File: config.mk
export PLATFORM = sky130hd
export DESIGN_NAME = mp_add16_seq
export DESIGN_NICKNAME = d
export VERILOG_FILES = /design/src/rtl/mp_add16_seq.sv
export SDC_FILE = /design/constraint.sdc
export NUM_CORES = 1
export LEC_CHECK = 0
export ABC_CLOCK_PERIOD_IN_PS = 5600
export CAP_MARGIN = 20
export CORE_ASPECT_RATIO = 1.25
export CORE_MARGIN = 2
export CORE_UTILIZATION = 30
export CTS_CLUSTER_DIAMETER = 60
export DETAILED_ROUTE_END_ITERATION = 10
export PLACE_DENSITY = 0.54
export SYNTH_ARGS = -nofsm -noshare
export SYNTH_HDL_FRONTEND = slang
export SYNTH_SLANG_ARGS = --single-unit
export TNS_END_PERCENT = 30
File: constraint.sdc
create_clock -name clk -period 5.6 [get_ports clk]
set_input_delay 0.56 -clock clk [delete_from_list [all_inputs] [get_ports clk]]
set_output_delay 0.56 -clock clk [all_outputs]
set_load 0.01 [all_outputs]
File: src/rtl/mp_add16_seq.sv
// Multi-precision add sequencer: streams 16-bit word pairs LSW-first through a carry-select adder,
// chaining carries across words. Optional build macro MP_ADD16_OVF_FLAG_EN adds the ovf output.

module csa_16 (
    input  logic [15:0] a,
    input  logic [15:0] b,
    input  logic        cin,
    output logic [15:0] s,
    output logic        cout
);
    // Four 4-bit blocks; each upper block precomputes both carry-in cases and the chain only muxes.
    logic [3:0][3:0] sum0;
    logic [3:0][3:0] sum1;
    logic [3:0]      c0;
    logic [3:0]      c1;
    logic [4:0]      blk_c;

    // NOTE: every signal driven in always_comb gets a default first so no path can infer a latch.
    always_comb begin
        sum0  = '0;
        sum1  = '0;
        c0    = '0;
        c1    = '0;
        blk_c = '0;
        s     = '0;
        for (int i = 0; i < 4; i++) begin
            {c0[i], sum0[i]} = {1'b0, a[4*i +: 4]} + {1'b0, b[4*i +: 4]};
            {c1[i], sum1[i]} = {1'b0, a[4*i +: 4]} + {1'b0, b[4*i +: 4]} + 5'd1;
        end
        blk_c[0] = cin;
        for (int i = 0; i < 4; i++) begin
            s[4*i +: 4]  = blk_c[i] ? sum1[i] : sum0[i];
            blk_c[i + 1] = blk_c[i] ? c1[i] : c0[i];
        end
    end

    assign cout = blk_c[4];
endmodule

module mp_add16_seq #(
    parameter int WIDTH     = 16,
    parameter int MAX_WORDS = 8,
    localparam int IDX_W    = $clog2(MAX_WORDS)
) (
    input  logic             clk,
    input  logic             rst_n,
    input  logic             in_valid,
    output logic             in_ready,
    input  logic [15:0]      a,
    input  logic [15:0]      b,
    input  logic             cin_init,
    input  logic             in_last,
    output logic             out_valid,
    input  logic             out_ready,
    output logic [15:0]      s,
    output logic             cout,
    output logic             out_last,
    output logic [IDX_W-1:0] out_idx,
`ifdef MP_ADD16_OVF_FLAG_EN
    output logic             ovf,
`endif
    output logic             out_err
);
    typedef enum logic {
        IDLE = 1'b0,
        RUN  = 1'b1
    } state_t;

    localparam logic [IDX_W-1:0] LAST_IDX = IDX_W'(MAX_WORDS - 1);

    state_t           state;
    state_t           state_nxt;
    logic [IDX_W-1:0] word_cnt;
    logic [IDX_W-1:0] word_cnt_nxt;
    logic             carry_q;
    logic             carry_nxt;

    logic             accept;
    logic             add_cin;
    logic [15:0]      add_s;
    logic             add_cout;
    logic             err_term;
    logic             word_last;

    assign in_ready = !out_valid || out_ready;
    assign accept   = in_valid && in_ready;
    assign add_cin  = (state == RUN) ? carry_q : cin_init;

    // Running out of word slots without in_last closes the operand as an error.
    assign err_term  = !in_last && (word_cnt == LAST_IDX);
    assign word_last = in_last || err_term;

    csa_16 u_csa (
        .a    (a),
        .b    (b),
        .cin  (add_cin),
        .s    (add_s),
        .cout (add_cout)
    );

    always_comb begin
        state_nxt    = state;
        word_cnt_nxt = word_cnt;
        carry_nxt    = carry_q;
        if (accept) begin
            if (word_last) begin
                state_nxt    = IDLE;
                word_cnt_nxt = '0;
                carry_nxt    = 1'b0;
            end else begin
                state_nxt    = RUN;
                word_cnt_nxt = word_cnt + IDX_W'(1);
                carry_nxt    = add_cout;
            end
        end
    end

    // NOTE: sequential state uses non-blocking assignments so every register samples pre-edge values.
    always_ff @(posedge clk or negedge rst_n) begin
        if (!rst_n) begin
            state    <= IDLE;
            word_cnt <= '0;
            carry_q  <= 1'b0;
        end else begin
            state    <= state_nxt;
            word_cnt <= word_cnt_nxt;
            carry_q  <= carry_nxt;
        end
    end

    always_ff @(posedge clk or negedge rst_n) begin
        if (!rst_n) begin
            out_valid <= 1'b0;
            s         <= '0;
            cout      <= 1'b0;
            out_last  <= 1'b0;
            out_idx   <= '0;
            out_err   <= 1'b0;
        end else if (accept) begin
            out_valid <= 1'b1;
            s         <= add_s;
            cout      <= word_last && add_cout;
            out_last  <= word_last;
            out_idx   <= word_cnt;
            out_err   <= err_term;
        end else if (out_ready) begin
            out_valid <= 1'b0;
        end
    end

`ifdef MP_ADD16_OVF_FLAG_EN
    // Signed overflow of the whole operand is decided by the MS word alone.
    always_ff @(posedge clk or negedge rst_n) begin
        if (!rst_n) begin
            ovf <= 1'b0;
        end else if (accept) begin
            ovf <= word_last && (a[15] == b[15]) && (add_s[15] != a[15]);
        end
    end
`endif
endmodule

==> results.json <==
{
  "status": "finished clean",
  "p_per_area_mw_per_mm2": 242,
  "clk_pin_slew_ps": 100,
  "postCtsSetupRepairBufs": 0,
  "portBuffers": 61,
  "cts_tree": "done",
  "reg2regPathDepth": 8,
  "path_cells": "clkdlybuf4s50_1 > ha_1 > inv_1 > fa_1 > inv_1 > ha_1 > nor3b_2 > o2111a_1 > or4_4 > mux2i_4 > xnor2_2 > mux2i_1 > o21ai_0",
  "slowest_delay_ps": 560,
  "synth-seq-area-share_pct": 35.1,
  "cts-htree-levels": 1,
  "dp_hpwl_mm": 3.21,
  "ios": 62,
  "die_y_microns": 95.2,
  "fmax_mhz": 274,
  "place_ws_ps": 1640,
  "hold_buffers": 0,
  "cts_root_buf": "clkbuf_8",
  "grt_antenna_before_repair": 0,
  "worstSkewPairLatency_ps": 270,
  "numClockSinks": 28,
  "cap_violations": 0,
  "layout_commonest_cell": "clkdlybuf4s50_1",
  "holdCritPathClass": "reg -> reg",
  "grt_max_degree": 46,
  "syn_inst": 205,
  "place_congestion": 0.721,
  "finalNonFillerCells": 353,
  "synth_flop_cell": "dfrtp_1",
  "worst-path-buf-inv": 3,
  "n_fill_cell": 678,
  "worstPathRequired_ps": 5730,
  "synth-edff-count": 0,
  "worstPathMaxFanout": 6,
  "syn-num-nets": 269,
  "maxSlewViolCount": 0,
  "fin_nets": 331,
  "avgSynthCellArea_sq_um": 9.73,
  "cpMaxStageDelayCell": "or4_4",
  "cp_top_family": "adder cells",
  "core_sq_mm": 0.00648,
  "routedWlPerCell_microns": 11.2,
  "finalSetupTns_ps": 0,
  "total_power_mw": 0.664,
  "crit_end": "s[13]",
  "dr.first_iter.drc_count": 56,
  "ys_warn_count": 0,
  "period_needed_ps": 3650,
  "syn_to_final_growth_pct": 37.4,
  "final_cell_mix": "61 x clkdlybuf4s50_1, 39 x nand2_1, 28 x dfrtp_1",
  "start_util_pct": 30.8,
  "dp.cells": 349,
  "r2r_end": "s[13]",
  "num_vias": 1595,
  "synthesis.area_sq_mm": 0.00200,
  "maxSlewHeadroom_pct": 49.2,
  "ir_worst_vdd_mv": 0.112,
  "crit_start": "a[0]",
  "ctsResizeCount": 0,
  "clock-skew-final_ps": 3.44,
  "finalWirelength_mm": 3.94,
  "drive_gt1_share_pct": 6.77,
  "whs_ps": 480,
  "setup_viol": 0,
  "cts_made_buffers": 3,
  "hold_viol_final": 0,
  "ant_nets": 0,
  "drt-pass1-iter-count": 4,
  "worst_slack_ps": 1950,
  "crit_arrival_ps": 3770,
  "grt_pass1_wl_mm": 6.83,
  "reg2reg_slack_ps": 2900,
  "async_flop_share_pct": 100,
  "fin_crit_sh_pct": 65.1,
  "rows": 33,
  "grtUsageTotal_pct": 11.4,
  "synth_cell_types": 40,
  "worst_slew_pin_slew_ps": 759,
  "dieWidth_microns": 77.0,
  "path_depth": 13,
  "ys_ff_latch": 28,
  "overflow": 0,
  "num_antenna_cells": 0,
  "endpoint_kind": "flop",
  "criticalPathCategory": "in -> reg",
  "reg2reg_from": "state",
  "avgViaCountPerCell": 4.52,
  "rsz0062_at_grt": "false",
  "power_leakage_nw": 1.23,
  "cp-start-kind": "primary input",
  "max-clock-path-buffers": 2,
  "grt_pass1_vias": 1501,
  "drc": 0,
  "dieArea_sq_mm": 0.00732
}
stage by stage:
| step | area [sq um] | util, % |
|---|---|---|
| after floorplan | 2000 | - |
| after global placement | 2690 | 41.5 |
| after detailed placement | 2690 | 41.5 |
| after CTS | 2740 | 42.3 |
| after global routing | 2740 | 42.3 |
| final | 2740 | 42.3 |
sequential cells by signal, indices dropped and copies added, names as in the netlist:
name and cells:
state 1, out_valid 1, out_last 1, cout 1
carry_q 1, out_err 1, s 16, word_cnt 3
out_idx 3
cells by family (layout without fill, tap and decap cells):
kind of cell / Yosys count / in the layout / synth area share, %
AOI/OAI and AO/OA: 39 / 39 / 12.1
xor gates and xnor gates: 20 / 20 / 9.53
muxes: 5 / 5 / 3.13
DFF: 28 / 28 / 35.1
buffers and inverters: 13 / 74 / 3.26
adders and majority gates: 26 / 26 / 17.8
and+or+nand+nor: 74 / 74 / 19.1
final cells by class:
cell class / count / area [sq um] / share of cell area (%)
clock buffers: 4 / 55.1 / 2.01
repair buffers: 62 / 618 / 22.5
well taps: 87 / 109 / 3.97
inverters: 8 / 30.0 / 1.09
flip-flops and latches: 28 / 701 / 25.5
multi-input cells: 164 / 1230 / 44.8
power breakdown:
part / internal, mW / total [mW] / switching (mW)
combinational: 0.150 / 0.274 / 0.124
sequential: 0.241 / 0.264 / 0.0224
clock: 0.0629 / 0.127 / 0.0637
cells in the mapped netlist, drive strengths merged (3+ instances only):
cell / count / area, sq um
a21o: 7 / 53.8
a21oi: 7 / 35.0
and3: 3 / 28.8
clkbuf: 4 / 25.0
dfrtp: 28 / 701
fa: 4 / 80.1
ha: 22 / 275
inv: 8 / 30.0
mux2i: 5 / 62.6
nand2: 40 / 153
nand2b: 4 / 25.0
nand3: 4 / 20.0
nand4: 4 / 25.0
nor2: 7 / 26.3
o21ai: 19 / 95.1
xnor2: 12 / 120
xor2: 8 / 70.1
per-layer routing:
metal	share of wire [%]	vias up	track usage, %
li1	-	829	-
met1	45	735	14.8
met2	51	29	20.0
met3	3.9	2	1.99
met4	0.36	0	2.27
met5	0	-	0
worst min-delay path: stages, from the launching register on:
cell	delay [ps]
dfrtp_1	350
nand2_1	50
nand2_1	50
worst min-delay path by stage:
stage,start,end,cells after the start
floorplan,rst_n,carry_q,0
global placement,out_idx[0],out_idx[0],2
detailed placement,out_idx[0],out_idx[0],2
CTS,out_idx[0],out_idx[0],2
global route,s[1],s[1],2
finish,out_idx[0],out_idx[0],2
Power figures use the tool's default switching activity.
